===== src/rtl/ps2_host_tx.sv =====
// ps2_host_tx: PS/2 host-to-device transmitter; define PS2_TX_ACK_CHECK_EN to turn a missing device ACK into tx_error.
module ps2_host_tx #(
  parameter int INHIBIT_CYCLES = 2500,
  parameter int TIMEOUT_CYCLES = 375000,
  parameter int SYNC_STAGES    = 2
) (
  input  logic       CLK,
  input  logic       RST,
  input  logic [7:0] tx_data,
  input  logic       tx_valid,
  output logic       tx_ready,
  output logic       busy,
  output logic       tx_done,
  output logic       tx_error,
  input  logic       PS2_CLK_IN,
  input  logic       PS2_DATA_IN,
  output logic       PS2_CLK_OE,
  output logic       PS2_DATA_OE
);
  localparam int CW = $clog2((TIMEOUT_CYCLES > INHIBIT_CYCLES ? TIMEOUT_CYCLES : INHIBIT_CYCLES) + 1);
  typedef enum logic [2:0] {IDLE, INHIBIT, REQUEST, SHIFT, ACK, WAIT_IDLE} state_t;
  state_t state, state_n;
  logic [SYNC_STAGES-1:0] clk_sync, data_sync;
  logic [CW-1:0] cnt;
  logic [3:0] bit_cnt;
  logic [8:0] sr;
  logic clk_s, data_s, clk_prev, fall, accept, shift, timeout, ack_bad, nack, done_n, err_n;
  assign clk_s    = clk_sync[SYNC_STAGES-1];
  assign data_s   = data_sync[SYNC_STAGES-1];
  assign fall     = clk_prev & ~clk_s;
  assign tx_ready = state == IDLE;
  assign busy     = ~tx_ready;
  assign accept   = tx_valid & tx_ready;
  assign shift    = fall & (state == REQUEST || state == SHIFT);
  assign timeout  = cnt == CW'(TIMEOUT_CYCLES - 1);
`ifdef PS2_TX_ACK_CHECK_EN
  assign ack_bad = data_s;
`else
  assign ack_bad = 1'b0;
`endif
  always_comb begin
    state_n = state;
    done_n  = 1'b0;
    err_n   = 1'b0;
    case (state)
      IDLE:    state_n = accept ? INHIBIT : IDLE;
      INHIBIT: state_n = (cnt == CW'(INHIBIT_CYCLES - 1)) ? REQUEST : INHIBIT;
      REQUEST, SHIFT, ACK:
        if (fall)
          state_n = (state == REQUEST) ? SHIFT : (state == ACK) ? WAIT_IDLE : (bit_cnt == 4'd9) ? ACK : SHIFT;
        else if (timeout) begin
          state_n = IDLE;
          err_n   = 1'b1;
        end
      WAIT_IDLE:
        if (clk_s & data_s) begin
          state_n = IDLE;
          done_n  = ~nack;
          err_n   = nack;
        end else if (timeout) begin
          state_n = IDLE;
          err_n   = 1'b1;
        end
      default: state_n = IDLE;
    endcase
  end
  always_ff @(posedge CLK or posedge RST) begin
    if (RST) begin
      state       <= IDLE;
      clk_sync    <= '1;
      data_sync   <= '1;
      clk_prev    <= 1'b1;
      cnt         <= '0;
      bit_cnt     <= '0;
      sr          <= '0;
      nack        <= 1'b0;
      tx_done     <= 1'b0;
      tx_error    <= 1'b0;
      PS2_CLK_OE  <= 1'b0;
      PS2_DATA_OE <= 1'b0;
    end else begin
      state      <= state_n;
      clk_sync   <= SYNC_STAGES'({clk_sync, PS2_CLK_IN});
      data_sync  <= SYNC_STAGES'({data_sync, PS2_DATA_IN});
      clk_prev   <= clk_s;
      // edges seen while we hold the clock low ourselves must not stretch the inhibit window
      cnt        <= (state == IDLE || state_n != state || (fall && state != INHIBIT)) ? '0 : cnt + 1'b1;
      tx_done    <= done_n;
      tx_error   <= err_n;
      PS2_CLK_OE <= state_n == INHIBIT;
      if (accept) begin
        sr      <= {~^tx_data, tx_data};
        bit_cnt <= '0;
        nack    <= 1'b0;
      end else if (shift) begin
        sr      <= {1'b1, sr[8:1]};
        bit_cnt <= bit_cnt + 4'd1;
      end
      if (state == ACK && fall) nack <= ack_bad;
      // ones shifted in behind the parity bit make the tenth edge release data as the stop bit
      if (state_n == IDLE) PS2_DATA_OE <= 1'b0;
      else if (state == INHIBIT && state_n == REQUEST) PS2_DATA_OE <= 1'b1;
      else if (shift) PS2_DATA_OE <= ~sr[0];
    end
  end
endmodule


===== config.mk =====
export PLATFORM = sky130hd
export DESIGN_NAME = ps2_host_tx
export DESIGN_NICKNAME = d
export VERILOG_FILES = /design/src/rtl/ps2_host_tx.sv
export SDC_FILE = /design/constraint.sdc
export NUM_CORES = 1
export LEC_CHECK = 0
export CAP_MARGIN = 40
export CELL_PAD_IN_SITES_DETAIL_PLACEMENT = 0
export CELL_PAD_IN_SITES_GLOBAL_PLACEMENT = 1
export CORE_MARGIN = 5
export CORE_UTILIZATION = 40
export DETAILED_ROUTE_END_ITERATION = 6
export GPL_ROUTABILITY_DRIVEN = 0
export HOLD_SLACK_MARGIN = 0.02
export PLACE_DENSITY = 0.73
export SLEW_MARGIN = 20
export SYNTH_ARGS = -nofsm -noshare
export SYNTH_HDL_FRONTEND = slang
export SYNTH_SLANG_ARGS = --single-unit

===== constraint.sdc =====
create_clock -name CLK -period 2.3 [get_ports CLK]
set_clock_uncertainty 0.05 [all_clocks]
set_input_delay 0.23 -clock CLK [delete_from_list [all_inputs] [get_ports CLK]]
set_output_delay 0.23 -clock CLK [all_outputs]
set_load 0.005 [all_outputs]

==> flow_metrics.py, run 1 <==
metrics = {
    "drt": {
        "drc_errors": 0,
        "ant_nets": 0,
        "wire_per_inst_um": 13.4,
        "vias": 1620,
        "drt_iter0_markers": 66,
        "viasPerCell": 4.97,
        "drt-pass1-iter-count": 4,
        "wl_mm": 4.37,
    },
    "clock_network": {
        "post_cts_buffers": 0,
        "cts_sinks": 44,
        "cts_made_buffers": 5,
        "clk_pin_slew_ps": 80,
        "cts_root_buf": "clkbuf_8",
        "cts_tree": "yes",
        "clockBufferDepth": 2,
        "htreeDepth": 2,
        "cts_resized": 0,
        "insertion_delay_ps": 290,
        "cts_hold_buffers": 0,
    },
    "die": {
        "rows": 26,
        "die-area_um2": 6980,
        "initial_utilization_pct": 41.8,
        "die_h_um": 83.5,
        "dieWidth_um": 83.5,
        "core_area_um2": 5170,
        "ios": 19,
    },
    "worst_setup_path": {
        "crit_path_frequent_cell": "or4_4",
        "required_ps": 2420,
        "critPathSlowestCell": "or4_4",
        "path_class": "reg2reg",
        "worstPathArrival_ps": 2340,
        "end_kind": "flop",
        "cp.buffers_inverters": 0,
        "cp_top_family": "simple AND/OR/NAND/NOR gates",
        "cp_max_fo": 5,
        "start_kind": "flop",
        "cp_cell_sequence": "or4_4 > or4_4 > or2_4 > a211oi_2 > a31oi_1",
        "max_stage_delay_ps": 520,
    },
    "grt": {
        "use_met1_pct": 19.1,
        "grt_pass1_wl_mm": 7.70,
        "use_met3_pct": 2.96,
        "grt_pass1_vias": 1616,
        "grt_busiest_layer": "met2",
        "grt_max_degree": 45,
        "antenna_found_initial": 0,
        "track_usage_pct": 13.4,
        "use_met2_pct": 20.0,
        "grt_overflow": 0,
    },
    "synthesis": {
        "ys_seq_area_share_pct": 51.2,
        "synth-edff-count": 0,
        "synthAdderAreaFrac_pct": 1.74,
        "async_reset_ff_share_pct": 100,
        "synth_cell_types": 40,
        "synth_top_family_by_area": "simple AND/OR/NAND/NOR gates",
        "yosysWarnings": 0,
        "synthesis.area_um2": 2160,
        "muxShareOfSynthArea_pct": 0,
        "synth-main-ff-cell": "dfrtp_1",
        "synth_xor_area_share_pct": 10.9,
        "syn_avg_cell_area_um2": 9.53,
        "synthCells": 227,
        "syn_nets": 243,
        "synth-simple-area-share_pct": 24.2,
        "ys_ff_latch": 44,
        "synth_compound_area_share_pct": 9.20,
    },
    "pwr": {
        "intPower_uw": 1240,
        "clockPowerShare_pct": 44.6,
        "p_per_area_nw_per_um2": 584,
        "ir_worst_vdd_uv": 306,
        "p_seq_share_pct": 51.1,
        "combPwrFrac_pct": 4.3,
        "netSwitchingPower_uw": 292,
        "p_sw_share_pct": 19.0,
        "p_leak_uw": 0.00115,
    },
    "finish": {
        "synthToLayoutAreaGrowth_pct": 21.5,
        "nets": 272,
        "final_cell_mix": "dfrtp_1, nor2_1, nand2_1",
        "drive_gt1_share_pct": 11.3,
        "fill_cells": 484,
        "final_common_cell": "dfrtp_1",
        "antenna_cells": 0,
    },
    "sta": {
        "fin_tns_setup_ps": 0,
        "rsz0062_at_grt": "false",
        "whs_ps": 295,
        "tightest_slew_ps": 555,
        "final-hold-violation-count": 0,
        "finalCritPeriodShare_pct": 96.5,
        "final.min_clock_period_ps": 2220,
        "max_freq_ghz": 0.451,
        "setup_violations": 0,
        "fin_ws_ps": 80.5,
        "relSlewSlack_pct": 63.0,
        "finalMaxSlewViolations": 0,
    },
    "worst_hold_path": {
        "holdCritPathClass": "in2reg",
    },
    "status": {
        "outcome": "finished clean",
    },
    "place": {
        "hpwl_mm": 3.08,
        "port_buffers": 18,
        "pre_cts_slack_ps": 59.3,
    },
    "run": {
        "cap_violations": 0,
    },
}
==> synthesized netlist by cell type (all sizes together) (2+ instances only) <==
cell type | n | share of area [%]
a211oi | 2 | 0.69
a21oi | 5 | 1.2
a22oi | 8 | 2.8
and2 | 3 | 0.87
and3 | 5 | 1.4
buf | 2 | 0.87
clkbuf | 4 | 0.69
dfrtp | 39 | 45
dfstp | 5 | 6.1
ha | 3 | 1.7
inv | 7 | 1.2
nand2 | 30 | 5.2
nand2b | 3 | 0.87
nand3 | 11 | 2.5
nand4 | 6 | 1.7
nor2 | 34 | 5.9
nor2b | 3 | 0.87
nor3 | 4 | 0.93
nor4 | 2 | 0.58
o21ai | 8 | 1.9
or2 | 2 | 0.69
or4 | 2 | 0.87
xnor2 | 13 | 5.3
xor2 | 14 | 5.7
==> flip-flops by register name (all words and copies together), names as in the netlist, 2 cells and up <==
signal and count:
bit_cnt 4, data_sync 2, cnt 19, state 3
clk_sync 2, sr 9
==> layer usage <==
layer / vias to the layer above / part of all wire [%]
met5: - / 0
met4: 0 / 0.96
met1: 768 / 51
met2: 24 / 45
li1: 824 / -
met3: 4 / 2.9
==> area by class of cell <==
| type | count | area (µm²) | share of cell area [%] |
|---|---|---|---|
| clock buffer | 5 | 68.8 | 2.62 |
| clock inverter | 2 | 60.1 | 2.29 |
| inverter | 7 | 26.3 | 1.00 |
| multi-input combinational | 170 | 1010 | 38.4 |
| sequential | 44 | 1110 | 42.1 |
| tap | 70 | 87.6 | 3.33 |
| timing repair buffer | 28 | 268 | 10.2 |
==> stage by stage <==
stage          instance area, µm²  std cells  total power (µW)  utilization (%)
5_1_grt                      2630        326              1600             50.8
3_3_place_gp                 2480        319               866             48.0
3_5_place_dp                 2480        319               867             48.0
4_1_cts                      2610        326              1560             50.5
6_report                     2630        326              1530             50.8
2_1_floorplan                2160        227               833                -
==> path summary, 6_finish.rpt <==
check | depth (start not counted) | end | slack (ps) | start
setup / recovery | 5 | PS2_DATA_OE | 80 | cnt[17]
hold / removal | 1 | data_sync[0] | 290 | PS2_DATA_IN
setup reg to reg | 5 | PS2_DATA_OE | 80 | cnt[17]
hold reg to reg | 0 | data_sync[1] | 310 | data_sync[0]
max in group asynchronous | 3 | cnt[7] | 1490 | RST
min in group asynchronous | 3 | sr[3] | 320 | RST
==> power groups by stage <==
stage / Sequential [µW] / Clock, µW / Combinational [µW]
after global routing: 785 / 740 / 73.3
after CTS: 784 / 708 / 68.0
after global placement: 799 / 0 / 67.8
after detailed placement: 799 / 0 / 67.7
after floorplan: 798 / 0 / 35.0
final: 783 / 684 / 66.3
==> cells by family (layout without fill, tap and decap cells) <==
family          Yosys count  in the layout
compound gates           31             31
simple gates            109            109
fa+ha+maj                 3              3
flops                    44             44
buf+inv                  13             42
xor+xnor                 27             27
(Power assumes the default switching activity.)
==> inputs of run 2 (changes only) <==
--- a/config.mk
+++ b/config.mk
@@ -8,7 +8,7 @@
 export CAP_MARGIN = 40
 export CELL_PAD_IN_SITES_DETAIL_PLACEMENT = 0
 export CELL_PAD_IN_SITES_GLOBAL_PLACEMENT = 1
-export CORE_MARGIN = 5
+export CORE_MARGIN = 3
 export CORE_UTILIZATION = 40
 export DETAILED_ROUTE_END_ITERATION = 6
 export GPL_ROUTABILITY_DRIVEN = 0
==> run 2 against run 1 <==
Against the previous run:
- flip-flop and latch count unchanged
- total power decreased by 14%
- utilization shrank 1.1 points
- worst setup slack improved by 5.3 ps
- clock-buffer cell count stayed put
- die area is 9.3% lower
- worst hold slack got worse by 9.7 ps
- critical path type unchanged
- highest routed layer unchanged
==> flow_metrics.py, run 2 (same netlist as run 1, synthesis figures left out) <==
metrics = {
    "grt": {
        "antenna_found_initial": 0,
        "grt_overflow": 0,
        "grt_max_degree": 45,
        "grt_pass1_wl_mm": 7.20,
        "grt_pass1_vias": 1513,
        "track_usage_pct": 14.6,
    },
    "run": {
        "cap_violations": 0,
    },
    "place": {
        "port_buffers": 18,
        "hpwl_mm": 2.92,
        "post_dp_cell_area_um2": 2470,
    },
    "sta": {
        "rsz0062_at_grt": "false",
        "relSlewSlack_pct": 63.3,
        "fin_tns_setup_ps": 0,
        "tightest_slew_ps": 550,
        "finalMaxSlewViolations": 0,
        "final.min_clock_period_ps": 2210,
        "finalCritPeriodShare_pct": 96.3,
        "max_freq_ghz": 0.452,
        "final-hold-violation-count": 0,
        "setup_violations": 0,
    },
    "finish": {
        "nets": 270,
        "drive_gt1_share_pct": 11.0,
        "largest_reg_flops": 19,
        "antenna_cells": 0,
        "final_cell_mix": "dfrtp_1, nor2_1, nand2_1",
        "synthToLayoutAreaGrowth_pct": 18.9,
        "final_common_cell": "dfrtp_1",
        "stdcell_area_um2": 2570,
        "regMostFlops": "cnt",
        "top_regs": "cnt (19), sr (9), bit_cnt (4)",
    },
    "worst_setup_path": {
        "path_class": "reg2reg",
        "start_kind": "flop",
        "worstPathArrival_ps": 2350,
        "required_ps": 2430,
        "end_kind": "flop",
        "cp_max_fo": 5,
    },
    "status": {
        "outcome": "finished clean",
    },
    "die": {
        "die-area_um2": 6330,
        "die_h_um": 79.5,
        "dieWidth_um": 79.5,
        "rows": 26,
        "core_area_um2": 5170,
        "ios": 19,
        "initial_utilization_pct": 41.8,
    },
    "clock_network": {
        "cts_tree": "yes",
        "clk_pin_slew_ps": 90,
        "clockBufferDepth": 2,
        "cts_made_buffers": 5,
        "insertion_delay_ps": 300,
        "htreeDepth": 2,
        "cts_root_buf": "clkbuf_8",
        "cts_hold_buffers": 0,
        "post_cts_buffers": 0,
        "cts_sinks": 44,
    },
    "pwr": {
        "ir_worst_vdd_uv": 331,
        "p_leak_uw": 0.00112,
        "p_per_area_nw_per_um2": 515,
    },
    "drt": {
        "viasPerCell": 4.96,
        "drt_iter0_markers": 84,
        "vias": 1612,
        "ant_nets": 0,
        "drt-pass1-iter-count": 4,
        "drc_errors": 0,
        "wl_mm": 4.17,
        "wire_per_inst_um": 12.8,
    },
    "worst_hold_path": {
        "holdCritPathClass": "in2reg",
    },
}
run 2: worst max-delay path, cell delays in order (launching register included):
cell	delay [ps]
dfrtp_1	410
or4_4	520
or4_4	520
or2_4	290
a211oi_2	210
a31oi_1	100
run 2: timing repair:
item,CTS,global route
setup endpoints to repair,0,20
endpoints found under the hold margin,0,0
gates resized for setup,0,3
run 2: final timing paths:
check / start / to / slack, ps / depth (start not counted)
setup / recovery: cnt[17] / PS2_DATA_OE / 90 / 5
hold / removal: PS2_CLK_IN / clk_sync[0] / 280 / 1
setup reg to reg: cnt[17] / PS2_DATA_OE / 90 / 5
hold reg to reg: clk_sync[0] / clk_sync[1] / 310 / 0
max in group asynchronous: RST / cnt[15] / 1500 / 3
min in group asynchronous: RST / sr[0] / 320 / 3
run 2: report_power, final:
group	switching, µW	internal, µW	leakage [µW]
Sequential	2.81	781	0.000547
Combinational	32.6	34.1	0.000525
Clock	263	212	0.0000479
Total	298	1030	0.00112
run 2: routing by layer:
metal  share of wire (%)  vias to the layer above  wire (µm)  track usage, %
li1                    -                      820          -               -
met1                  49                      764       2060            20.8
met2                  45                       22       1890            20.9
met3                 3.8                        6        157            4.40
met4                 1.4                        0         60            4.98
met5                   0                        -          0               0
run 2: per-stage QoR:
stage	hold slack [ps]	instances	setup slack, ps	util (%)	total power [µW]
5_1_grt	275	325	10.5	49.7	1390
2_1_floorplan	184	227	111	-	833
3_3_place_gp	296	317	84.1	47.8	866
4_1_cts	274	325	33.5	49.4	1350
6_report	285	325	85.9	49.7	1320
3_5_place_dp	299	317	68.8	47.8	867
run 2: layout make-up:
class | instances | area, µm²
inverter | 7 | 26.3
multi-input combinational | 170 | 1010
tap | 70 | 87.6
timing repair buffer | 26 | 253
fill | 482 | 2600
clock inverter | 3 | 18.8
sequential | 44 | 1110
clock buffer | 5 | 68.8
